File: src/rtl/irrigation_sequencer.sv
// Zone-watering sequencer: walks enabled zones, primes the pump, counts down whole
// minutes from the 1 Hz tick, pauses on rain and latches a fault on low tank.
module irrigation_sequencer #(
    parameter int N_ZONES = 4,
    parameter int DUR_W   = 6,
    parameter int PRIME_S = 3,
    parameter int GAP_S   = 2
) (
    input  logic                     clk,
    input  logic                     clear,
    input  logic                     sec_tick,
    input  logic                     start,
    input  logic                     abort,
    input  logic                     rain,
    input  logic                     tank_low,
    input  logic [N_ZONES-1:0]       zone_en,
    input  logic [N_ZONES*DUR_W-1:0] dur,
    output logic [N_ZONES-1:0]       valve,
    output logic                     pump,
    output logic                     busy,
    output logic                     paused,
    output logic                     done,
    output logic                     fault,
    output logic [2:0]               zone_idx,
    output logic [DUR_W-1:0]         min_left,
    output logic                     cnt_clear
);

    typedef enum logic [2:0] {IDLE, SELECT, PRIME, WATER, HOLD, GAP, FAULT} state_t;

    localparam int PH_MAX = (PRIME_S > GAP_S) ? PRIME_S : GAP_S;
    localparam int PH_W   = $clog2(PH_MAX + 1);

    state_t                   state;
    logic [N_ZONES-1:0]       en_q;
    logic [N_ZONES*DUR_W-1:0] dur_q;
    // One bit wider than the output so the search can step past zone N_ZONES-1.
    logic [3:0]               zidx;
    logic [5:0]               sec_cnt;
    logic [PH_W-1:0]          ph_cnt;

    logic [DUR_W-1:0]         cur_dur;
    logic                     cur_ok;
    logic [N_ZONES-1:0]       cur_hot;

    assign zone_idx = zidx[2:0];

    always_comb begin
        cur_dur = '0;
        cur_ok  = 1'b0;
        cur_hot = '0;
        for (int i = 0; i < N_ZONES; i++) begin
            if (zidx == 4'(i)) begin
                cur_dur    = dur_q[i*DUR_W +: DUR_W];
                cur_ok     = en_q[i] && (dur_q[i*DUR_W +: DUR_W] != '0);
                cur_hot[i] = 1'b1;
            end
        end
    end

    always_ff @(posedge clk or negedge clear) begin
        if (!clear) begin
            state     <= IDLE;
            en_q      <= '0;
            dur_q     <= '0;
            zidx      <= '0;
            sec_cnt   <= '0;
            ph_cnt    <= '0;
            valve     <= '0;
            pump      <= 1'b0;
            busy      <= 1'b0;
            paused    <= 1'b0;
            done      <= 1'b0;
            fault     <= 1'b0;
            min_left  <= '0;
            cnt_clear <= 1'b0;
        end else begin
            done      <= 1'b0;
            cnt_clear <= 1'b0;
            if (abort) begin
                state    <= IDLE;
                zidx     <= '0;
                sec_cnt  <= '0;
                ph_cnt   <= '0;
                valve    <= '0;
                pump     <= 1'b0;
                busy     <= 1'b0;
                paused   <= 1'b0;
                fault    <= 1'b0;
                min_left <= '0;
            end else begin
                case (state)
                    IDLE: begin
                        if (start) begin
                            en_q  <= zone_en;
                            dur_q <= dur;
                            zidx  <= '0;
                            busy  <= 1'b1;
                            state <= SELECT;
                        end
                    end
                    SELECT: begin
                        if (zidx >= 4'(N_ZONES)) begin
                            done     <= 1'b1;
                            busy     <= 1'b0;
                            zidx     <= '0;
                            min_left <= '0;
                            state    <= IDLE;
                        end else if (cur_ok) begin
                            min_left  <= cur_dur;
                            sec_cnt   <= '0;
                            ph_cnt    <= '0;
                            cnt_clear <= 1'b1;
                            valve     <= cur_hot;
                            pump      <= 1'b1;
                            state     <= PRIME;
                        end else begin
                            zidx <= zidx + 4'd1;
                        end
                    end
                    PRIME, WATER: begin
                        if (tank_low) begin
                            valve <= '0;
                            pump  <= 1'b0;
                            busy  <= 1'b0;
                            fault <= 1'b1;
                            state <= FAULT;
                        end else if (rain) begin
                            valve  <= '0;
                            pump   <= 1'b0;
                            paused <= 1'b1;
                            state  <= HOLD;
                        end else if (sec_tick) begin
                            if (state == PRIME) begin
                                if (ph_cnt == PH_W'(PRIME_S - 1)) begin
                                    ph_cnt <= '0;
                                    state  <= WATER;
                                end else begin
                                    ph_cnt <= ph_cnt + 1'b1;
                                end
                            end else if (sec_cnt == 6'd59) begin
                                sec_cnt  <= '0;
                                min_left <= min_left - 1'b1;
                                if (min_left == DUR_W'(1)) begin
                                    valve  <= '0;
                                    pump   <= 1'b0;
                                    ph_cnt <= '0;
                                    state  <= GAP;
                                end
                            end else begin
                                sec_cnt <= sec_cnt + 6'd1;
                            end
                        end
                    end
                    HOLD: begin
                        if (tank_low) begin
                            paused <= 1'b0;
                            busy   <= 1'b0;
                            fault  <= 1'b1;
                            state  <= FAULT;
                        end else if (!rain) begin
                            // Re-prime after rain; the minute position is kept.
                            paused <= 1'b0;
                            valve  <= cur_hot;
                            pump   <= 1'b1;
                            ph_cnt <= '0;
                            state  <= PRIME;
                        end
                    end
                    GAP: begin
                        if (sec_tick) begin
                            if (ph_cnt == PH_W'(GAP_S - 1)) begin
                                ph_cnt <= '0;
                                zidx   <= zidx + 4'd1;
                                state  <= SELECT;
                            end else begin
                                ph_cnt <= ph_cnt + 1'b1;
                            end
                        end
                    end
                    FAULT: begin
                    end
                    default: state <= IDLE;
                endcase
            end
        end
    end

    a_valve_safe: assert property (@(posedge clk) disable iff (!clear)
        $onehot0(valve) && (!pump || (|valve)));

endmodule

File: config.mk
export PLATFORM = sky130hd
export DESIGN_NAME = irrigation_sequencer
export DESIGN_NICKNAME = d
export VERILOG_FILES = /design/src/rtl/irrigation_sequencer.sv
export SDC_FILE = /design/constraint.sdc
export NUM_CORES = 1
export LEC_CHECK = 0
export CAP_MARGIN = 20
export CORE_MARGIN = 2
export CORE_UTILIZATION = 58
export DETAILED_ROUTE_END_ITERATION = 10
export HOLD_SLACK_MARGIN = 0.08
export PLACE_DENSITY = 0.85
export SLEW_MARGIN = 15
export SYNTH_ARGS = -nofsm -noshare
export SYNTH_HDL_FRONTEND = slang
export SYNTH_SLANG_ARGS = --single-unit
File: constraint.sdc
create_clock -name clk -period 5.9 [get_ports clk]
set_clock_uncertainty 0.05 [all_clocks]
set_input_delay 1.18 -clock clk [delete_from_list [all_inputs] [get_ports clk]]
set_output_delay 1.18 -clock clk [all_outputs]
set_load 0.05 [all_outputs]
==> summary.md <==
| Metric | Value |
|---|---|
| Finished Core Util | 71.4% |
| Cells after Synth | 357 |
| Final Net Count | 440 |
| CP required | 6.09 ns |
| Max FO, Critical Path | 12 |
| Port Buffer Count | 53 |
| Syn Area/Cell | 9.78 um^2 |
| Leakage | 1.75 nW |
| Global-route wire length before repair | 13300 um |
| HPWL after detailed placement | 5860 um |
| CP top delay family | compound AO/OA/AOI/OAI gates |
| Total Routing Usage GR | 26.7% |
| Worst EP arrival | 3.85 ns |
| CTS Root Buffer Type | clkbuf_8 |
| EDFF count, synth | 0 |
| CP cell instances | clkdlybuf4s50_1, or3b_2, o31ai_1, a31oi_1, a21oi_1, o21ai_0, a22o_1 |
| Routed WL | 8390 um |
| Vias in the first global route | 2851 |
| Initial antenna violation count | 0 |
| Via/cell ratio | 6.31 |
| Top FF cell, synth | dfrtp_1 |
| Synth top area cells | dfrtp_1, mux2_2, mux2i_1 |
| Endpoint class of the critical path | register |
| Crit-path slowest cell | a21oi_1 |
| RSZ-0062 raised after global routing | false |
| Clk_lat worst skew | 0.36 ns |
| Initial DRC count | 261 |
| Least-Margin Pin Slew | 0.799 ns |
| Core ar. | 5890 um^2 |
| Post-synthesis cell type count | 58 |
| N_diodes | 0 |
| Die Y-Extent | 81.6 um |
| Die area | 6660 um^2 |
| Hold Crit Class | reg2reg |
| Area leader, netlist | dfrtp_1 |
| Crit path buffers/inverters | 1 |
| Post-CTS Setup Inserts | 0 |
| Layout cell share with drive strength beyond 1 | 15.1% |
| Resized cells post-CTS | 0 |
| Area growth from synthesis to layout | 20.4% |
| Critical Path Max Stage Delay | 0.67 ns |
| Antenna Nets Post-Route | 0 |
| Status | finished, final reports clean |
| Worst setup SP type | input port |
| Routed len/inst | 17.5 um |
| Final setup fails | 0 |
| Post-Syn Area | 3490 um^2 |
| Synth cell count leaders | dfrtp_1, nand2_1, mux2_2 |
| TritonRoute pass-1 iters | 5 |
| GRT overflow | 0 |
| Top-count cell post-synth | dfrtp_1 |
| Flops & latches, synth | 59 |
| Hold Buf Count CTS | 0 |
| Residual DRC | 0 |
| CTS tree | yes |
| CTS buffer count | 9 |
| Relative slew slack | 46.7% |
| Async SR Flop Fraction | 100% |
| Clock sinks | 59 |
| Die width | 81.6 um |
| Peak VDD IR | 0.305 mV |
| Register area share after synthesis | 42.3% |
| Hold violation total from the final report | 0 |
| Row count | 28 |
| Routability Congestion | 0.885 |
| Crit path kind | in2reg |
| Max-cap viol count | 0 |
| Clock buffer depth | 2 |
| Clock slew at reported path FFs | 0.07 ns |
| Initial Util | 59.3% |
| Synth warnings | 0 |
| IO Count | 54 |
| Final period util | 61.9% |
| Post-synth net total | 399 |
| H-tree depth | 3 |
| Yosys top cell area share | 42.3% |
| Largest net degree at the start of global routing | 60 |
| Pwr dens | 462 nW/um^2 |
| Final Max Tran Viols | 0 |
| Fmax | 274 MHz |
| Setup TNS | 0 ns |
| Post-route minimum period | 3.65 ns |
| DR vias | 3014 |
[layout by cell type, fill, tap and decap left out, types with 5 or more instances in the layout]
cell and count:
mux2i_1 13, nor2_1 22, nor2b_1 7, a21oi_1 17, inv_1 17, o21ai_0 26
nand2_1 33, ha_1 7, dfrtp_1 59, clkdlybuf4s50_1 52, a22oi_1 5, nor3_1 9
mux2_2 30, nand2b_1 5, clkbuf_8 9
[stage by stage]
step	power (mW)	hold slack, ns	instance area [um^2]	instances	setup slack, ns
after floorplan	1.33	0.413	3490	357	2.94
after global placement	1.52	0.433	3990	461	2.08
after detailed placement	1.56	0.436	4000	462	1.98
after CTS	1.94	0.446	4200	478	2.34
after global routing	2.06	0.471	4200	478	2.10
final	1.94	0.445	4200	478	2.25
[flip-flops by register name, summed over array words and instances, names as in the netlist]
name       cells
min_left       6
ph_cnt         2
en_q           4
cnt_clear      1
valve          4
pump           1
state          3
dur_q         24
sec_cnt        6
done           1
busy           1
fault          1
zidx           4
paused         1
[power by group]
group          switching (mW)  internal, mW  total (mW)
Sequential              0.169         0.550       0.719
Combinational           0.474         0.375       0.850
Clock                   0.177         0.197       0.374
Total                   0.820          1.12        1.94
[path summary, 6_finish.rpt]
| kind | from | to | depth (start not counted) | slack (ns) |
|---|---|---|---|---|
| setup / recovery | rain | min_left[2]$_DFFE_PN0P_ | 7 | 2.25 |
| hold / removal | sec_cnt[5]$_DFFE_PN0P_ | sec_cnt[5]$_DFFE_PN0P_ | 1 | 0.44 |
| setup reg to reg | zidx[0]$_DFFE_PN0P_ | min_left[2]$_DFFE_PN0P_ | 7 | 2.71 |
| hold reg to reg | sec_cnt[5]$_DFFE_PN0P_ | sec_cnt[5]$_DFFE_PN0P_ | 1 | 0.44 |
| max in group asynchronous | clear | dur_q[8]$_DFFE_PN0P_ | 2 | 4.36 |
| min in group asynchronous | clear | paused$_DFFE_PN0P_ | 2 | 0.93 |
[metal layers]
metal / share of wire, % / wire, um / GRT usage, %
met2: 49 / 4130 / 44.6
met4: 2.5 / 209 / 12.3
met3: 6.8 / 572 / 5.16
met1: 41 / 3470 / 33.5
met5: 0 / 0 / 0
[area by class of cell]
| type | instances | area, um^2 |
|---|---|---|
| timing repair buffer | 55 | 548 |
| clock inverter | 7 | 76.3 |
| clock buffer | 9 | 124 |
| fill | 448 | 1680 |
| sequential | 59 | 1480 |
| inverter | 17 | 63.8 |
| multi-input combinational | 256 | 1820 |
| tap | 75 | 93.8 |
[kinds of logic (layout without fill, tap and decap cells)]
group                    after synthesis  count (layout)  synth area share, %
AO/OA/AOI/OAI                         92              92                 18.4
AND/OR/NAND/NOR                      113             113                 17.6
adder cells (fa/ha/maj)                7               7                 2.51
flip-flops                            59              59                 42.3
multiplexers                          43              43                 13.4
buffers and inverters                 42              88                 5.59
XOR/XNOR                               1               1                0.251
Note: power is estimated with default switching activity, not from simulation.
